### config.mk
export PLATFORM = sky130hd
export DESIGN_NAME = execution
export DESIGN_NICKNAME = d
export VERILOG_FILES = /design/src/rtl/riscv_definitions.sv /design/src/rtl/execution_alu.sv /design/src/rtl/execution.sv
export SDC_FILE = /design/constraint.sdc
export NUM_CORES = 1
export LEC_CHECK = 0
export CORE_ASPECT_RATIO = 1.75
export CORE_MARGIN = 2
export CORE_UTILIZATION = 35
export CTS_CLUSTER_DIAMETER = 100
export DETAILED_ROUTE_END_ITERATION = 10
export PLACE_DENSITY = 0.56
export SETUP_SLACK_MARGIN = 0.1
export SLEW_MARGIN = 25
export SYNTH_ARGS = -nofsm -noshare
export SYNTH_HDL_FRONTEND = slang
export SYNTH_SLANG_ARGS = --single-unit
### constraint.sdc
create_clock -name clk -period 12.98 [get_ports clk]
set_input_delay 1.947 -clock clk [delete_from_list [all_inputs] [get_ports clk]]
set_output_delay 1.947 -clock clk [all_outputs]
set_load 0.01 [all_outputs]
### src/rtl/riscv_definitions.sv
// Shared types for the execute stage: data bus width, register address width
// and the ALU operation encoding.
package riscv_definitions;

  typedef logic [31:0] dataBus_t;

  localparam int REG_ADDR = 5;

  // Encoding 4'hF is left unassigned; the ALU returns 0 for it.
  typedef enum logic [3:0] {
    ALU_ADD    = 4'd0,
    ALU_SUB    = 4'd1,
    ALU_AND    = 4'd2,
    ALU_OR     = 4'd3,
    ALU_XOR    = 4'd4,
    ALU_SLL    = 4'd5,
    ALU_SRL    = 4'd6,
    ALU_SRA    = 4'd7,
    ALU_LT     = 4'd8,
    ALU_LTU    = 4'd9,
    ALU_EQUAL  = 4'd10,
    ALU_NEQUAL = 4'd11,
    ALU_GE     = 4'd12,
    ALU_GEU    = 4'd13,
    ALU_BPS2   = 4'd14
  } aluOpType;

endpackage

### src/rtl/execution_alu.sv
// Combinational 32-bit ALU. Compare ops return 1/0 in bit 0 so the branch
// logic can use result[0] directly.
module alu
  import riscv_definitions::*;
(
  input  aluOpType alu_op,
  input  dataBus_t a,
  input  dataBus_t b,
  output dataBus_t result
);

  logic [4:0] shamt;

  assign shamt = b[4:0];

  // Operation select; unknown op codes fall through to zero.
  always_comb begin
    result = '0;
    case (alu_op)
      ALU_ADD:    result = a + b;
      ALU_SUB:    result = a - b;
      ALU_AND:    result = a & b;
      ALU_OR:     result = a | b;
      ALU_XOR:    result = a ^ b;
      ALU_SLL:    result = a << shamt;
      ALU_SRL:    result = a >> shamt;
      ALU_SRA:    result = dataBus_t'($signed(a) >>> shamt);
      ALU_LT:     result = {31'b0, $signed(a) < $signed(b)};
      ALU_LTU:    result = {31'b0, a < b};
      ALU_EQUAL:  result = {31'b0, a == b};
      ALU_NEQUAL: result = {31'b0, a != b};
      ALU_GE:     result = {31'b0, $signed(a) >= $signed(b)};
      ALU_GEU:    result = {31'b0, a >= b};
      ALU_BPS2:   result = b;
      default:    result = '0;
    endcase
  end

endmodule

### src/rtl/execution.sv
// Execute stage: operand muxes, ALU, branch/jump redirect and the EX/MEM
// pipeline register. Optional macro EX_REGISTERED_REDIRECT_EN moves the
// redirect (flush + target) behind the same register as the other outputs.
module execution
  import riscv_definitions::*;
(
  input  logic                clk,
  input  logic                rst,
  input  logic                clk_en,
  input  logic                i_id_mem_to_reg,
  input  logic                i_id_alu_src1,
  input  logic                i_id_alu_src2,
  input  logic                i_id_reg_wr,
  input  logic                i_id_mem_rd,
  input  logic                i_id_mem_wr,
  input  logic                i_id_result_src,
  input  logic                i_id_branch,
  input  logic                i_id_jump,
  input  aluOpType            i_id_alu_op,
  input  dataBus_t            i_id_pc,
  input  dataBus_t            i_id_reg_read_data1,
  input  dataBus_t            i_id_reg_read_data2,
  input  dataBus_t            i_id_imm,
  input  logic [REG_ADDR-1:0] i_id_reg_destination,
  input  logic [2:0]          i_id_funct3,
  input  logic [6:0]          i_id_funct7,
  output logic                o_ex_flush,
  output dataBus_t            o_ex_jump_addr,
  output logic                o_ex_mem_to_reg,
  output logic                o_ex_reg_wr,
  output logic                o_ex_mem_rd,
  output logic                o_ex_mem_wr,
  output logic                o_ex_result_src,
  output dataBus_t            o_ex_pc_plus_4,
  output dataBus_t            o_ex_alu_result,
  output dataBus_t            o_ex_data2,
  output logic [REG_ADDR-1:0] o_ex_reg_destination,
  output logic [2:0]          o_ex_funct3,
  output logic [6:0]          o_ex_funct7
);

  dataBus_t op_a;
  dataBus_t op_b;
  dataBus_t alu_result;
  logic     branch_taken;
  logic     flush_next;
  dataBus_t jump_addr_next;

  assign op_a = i_id_alu_src1 ? i_id_pc  : i_id_reg_read_data1;
  assign op_b = i_id_alu_src2 ? i_id_imm : i_id_reg_read_data2;

  alu u_alu (
    .alu_op (i_id_alu_op),
    .a      (op_a),
    .b      (op_b),
    .result (alu_result)
  );

  // Branches compute their condition in the ALU, so the target needs its own
  // adder; jumps reuse the ALU sum (PC+imm or rs1+imm).
  always_comb begin
    branch_taken   = i_id_branch & alu_result[0];
    flush_next     = i_id_jump | branch_taken;
    jump_addr_next = branch_taken ? (i_id_pc + i_id_imm) : alu_result;
  end

  // EX/MEM pipeline register.
  always_ff @(posedge clk or posedge rst) begin
    if (rst) begin
      o_ex_mem_to_reg      <= 1'b0;
      o_ex_reg_wr          <= 1'b0;
      o_ex_mem_rd          <= 1'b0;
      o_ex_mem_wr          <= 1'b0;
      o_ex_result_src      <= 1'b0;
      o_ex_pc_plus_4       <= '0;
      o_ex_alu_result      <= '0;
      o_ex_data2           <= '0;
      o_ex_reg_destination <= '0;
      o_ex_funct3          <= '0;
      o_ex_funct7          <= '0;
    end else if (clk_en) begin
      o_ex_mem_to_reg      <= i_id_mem_to_reg;
      o_ex_reg_wr          <= i_id_reg_wr;
      o_ex_mem_rd          <= i_id_mem_rd;
      o_ex_mem_wr          <= i_id_mem_wr;
      o_ex_result_src      <= i_id_result_src;
      o_ex_pc_plus_4       <= i_id_pc + 32'd4;
      o_ex_alu_result      <= alu_result;
      o_ex_data2           <= i_id_reg_read_data2;
      o_ex_reg_destination <= i_id_reg_destination;
      o_ex_funct3          <= i_id_funct3;
      o_ex_funct7          <= i_id_funct7;
    end
  end

`ifdef EX_REGISTERED_REDIRECT_EN
  // Redirect registered alongside EX/MEM to shorten the fetch-side path.
  always_ff @(posedge clk or posedge rst) begin
    if (rst) begin
      o_ex_flush     <= 1'b0;
      o_ex_jump_addr <= '0;
    end else if (clk_en) begin
      o_ex_flush     <= flush_next;
      o_ex_jump_addr <= jump_addr_next;
    end
  end
`else
  assign o_ex_flush     = flush_next;
  assign o_ex_jump_addr = jump_addr_next;
`endif

endmodule

==> flow_metrics.py <==
metrics = {
    "clocking": {
        "cts_max_level": 4,
        "cts_resized": 0,
        "cts_buffer_depth": 2,
        "hold_buffers": 0,
        "cts-root-buf": "clkbuf_16",
        "cts_tree": "built",
        "clk_latency_ns": 0.42,
        "clk_pin_slew_ns": 0.06,
        "post_cts_buffers": 0,
        "cts.sinks": 116,
        "numCtsBuffers": 17,
    },
    "sta": {
        "hold_viol_final": 0,
        "skew_ns": 0,
        "finalSetupViolations": 0,
        "tightest_slew_ns": 1.08,
        "rsz0062_at_grt": "false",
        "final_max_slew_viol_count": 0,
        "finalWorstSetupSlack_ns": 2.97,
        "fmax_mhz": 99.9,
        "fin_crit_ns": 10.01,
        "relSlewSlack_pct": 27.2,
        "period_share_pct": 77.1,
        "totalNegativeSetupSlack_ns": 0,
    },
    "global_route": {
        "antenna_found_initial": 8,
        "grt_overflow_total": 0,
        "gr-usage-all-layers_pct": 34.3,
        "grt_first_pass_wirelength_microns": 124000,
        "grt_max_degree": 96,
        "grt_pass1_vias": 18400,
    },
    "place": {
        "port_buffers": 307,
        "place_hpwl_microns": 68100,
        "dp.cells": 2924,
        "gp_congestion": 1.00,
        "place_ws_ns": 3.01,
    },
    "yosys": {
        "async_flop_share_pct": 100,
        "synthFlopType": "dfrtp_1",
        "syn_area_sq_mm": 0.0164,
        "syn-instance-count": 2142,
        "syn_nets": 2433,
        "synth_edf_count": 0,
        "synth.distinct_cells": 85,
        "yosysSeqAreaShare_pct": 17.7,
        "syn_avg_cell_area_sq_um": 7.66,
        "yosys_warnings": 0,
        "ys_seq_elements": 116,
    },
    "layout": {
        "fin_util_pct": 43.8,
        "top_regs": "o_ex_alu_result (32), o_ex_data2 (32), o_ex_pc_plus_4 (32)",
        "drive_gt1_share_pct": 8.74,
        "syn2layout_area_growth_pct": 24.4,
        "layout.nets": 2646,
        "fin_cells": 2960,
        "mostFrequentLayoutCells": "clkdlybuf4s50_1 (304), nor2_1 (229), a21oi_1 (213)",
        "final_common_cell": "clkdlybuf4s50_1",
    },
    "floorplan": {
        "initial_core_util_pct": 35.2,
        "die_x_microns": 168,
        "core_sq_mm": 0.0466,
        "io-pin-count": 308,
        "rows": 105,
        "fp.dieArea_sq_mm": 0.0487,
        "fp.dieH_microns": 290,
    },
    "worst_setup_path": {
        "crit_type": "in -> out",
        "crit_fanout": 24,
        "end_kind": "output port",
        "crit_path_start_kind": "input port",
        "regToRegSetupSlack_ns": 12.14,
        "worstPathArrival_ns": 8.06,
        "required_ns": 11.03,
    },
    "min_path": {
        "min_path_type": "reg -> reg",
    },
    "routing": {
        "drt-total-wl_microns": 85700,
        "num_vias": 18600,
        "routedWlPerCell_microns": 29.0,
        "dr.pass1.iters": 5,
        "via_per_inst": 6.27,
        "drt_iter0_drc": 1606,
        "antenna_left": 0,
        "drc_errors": 0,
    },
    "flow_run": {
        "max_cap_violations": 0,
    },
    "pwr": {
        "peakVddDrop_mv": 0.128,
        "power.density_mw_per_mm2": 97.6,
        "leakage_nw": 8.44,
    },
    "run_status": {
        "status": "finished, final reports clean",
    },
}
## critical path, stage by stage
cell	delay [ns]
buf_2	0.34
buf_4	0.37
buf_4	0.44
mux2i_1	0.62
ha_1	0.51
nor4_1	0.65
nand4_1	0.23
nor3_1	0.37
nand2_1	0.11
o21ai_0	0.16
nand2_1	0.08
o31a_2	0.45
nor2b_4	0.31
buf_4	0.46
mux2i_1	0.36
clkdlybuf4s50_1	0.60
## kinds of logic after synthesis
group,synth area share (%)
adder cells (fa/ha/maj),10.2
multiplexers,18.1
AO/OA/AOI/OAI,27.2
XOR/XNOR,3.31
buffers and inverters,6.69
flip-flops,17.7
AND/OR/NAND/NOR,16.9
## metrics by stage
step                hold WS [ns]  power, mW  cell area, sq um
floorplan                  0.551       1.05             16400
global placement           0.490       1.52             19800
detailed placement         0.496       1.52             19900
CTS                        0.510       1.98             20400
global route               0.526       2.09             20400
finish                     0.509       1.99             20400
## routing by layer
| metal | GRT usage [%] | vias up | wire, microns | part of all wire (%) |
|---|---|---|---|---|
| met5 | 0 | - | 34 | 0.040 |
| met4 | 22.1 | 6 | 6140 | 7.2 |
| met3 | 6.41 | 254 | 5850 | 6.8 |
| met2 | 58.7 | 907 | 41600 | 48 |
| met1 | 39.0 | 9053 | 32100 | 37 |
| li1 | - | 8337 | - | - |
## cell usage after synthesis, drive strengths merged, types with 15 or more instances
library cell / n / share of area (%)
a2111oi: 15 / 0.88
a211oi: 42 / 1.9
a21o: 28 / 1.3
a21oi: 216 / 6.6
a221oi: 22 / 1.2
a22oi: 19 / 0.90
a31oi: 31 / 1.2
buf: 57 / 2.1
clkbuf: 89 / 2.0
dfrtp: 116 / 18
ha: 129 / 9.8
inv: 110 / 2.5
mux2: 84 / 5.8
mux2i: 187 / 12
nand2: 175 / 4.0
nand2b: 16 / 0.61
nand3: 51 / 1.6
nand4: 16 / 0.61
nor2: 229 / 5.2
nor2b: 21 / 0.80
nor3: 46 / 1.4
nor4: 17 / 0.65
o211ai: 38 / 1.7
o21ai: 123 / 3.8
o22ai: 30 / 1.1
xnor2: 27 / 1.4
xor2: 35 / 1.9
## layout make-up
cell class / count / area [sq um]
antenna: 4 / 10.0
clock buffer: 17 / 425
clock inverter: 15 / 133
multi-input combinational: 1770 / 12500
tap: 588 / 736
fill: 4714 / 26200
timing repair buffer: 340 / 3310
sequential: 116 / 2900
inverter: 110 / 418
## power by group
group | switching, mW | total (mW) | internal [mW]
clock network | 0.191 | 0.454 | 0.263
logic | 0.669 | 1.11 | 0.437
registers | 0.0261 | 0.433 | 0.407
## final timing paths
kind                                          from  depth (start not counted)                 endpoint
min reg2reg                o_ex_reg_destination[2]                          1  o_ex_reg_destination[2]
max reg2reg                    o_ex_alu_result[31]                          1      o_ex_alu_result[31]
min in group asynchronous                      rst                          2            o_ex_data2[7]
min                        o_ex_reg_destination[2]                          1  o_ex_reg_destination[2]
max in group asynchronous                      rst                          3       o_ex_alu_result[0]
max                                  i_id_alu_src1                         16       o_ex_jump_addr[24]
Note: power is estimated with default switching activity, not from simulation.
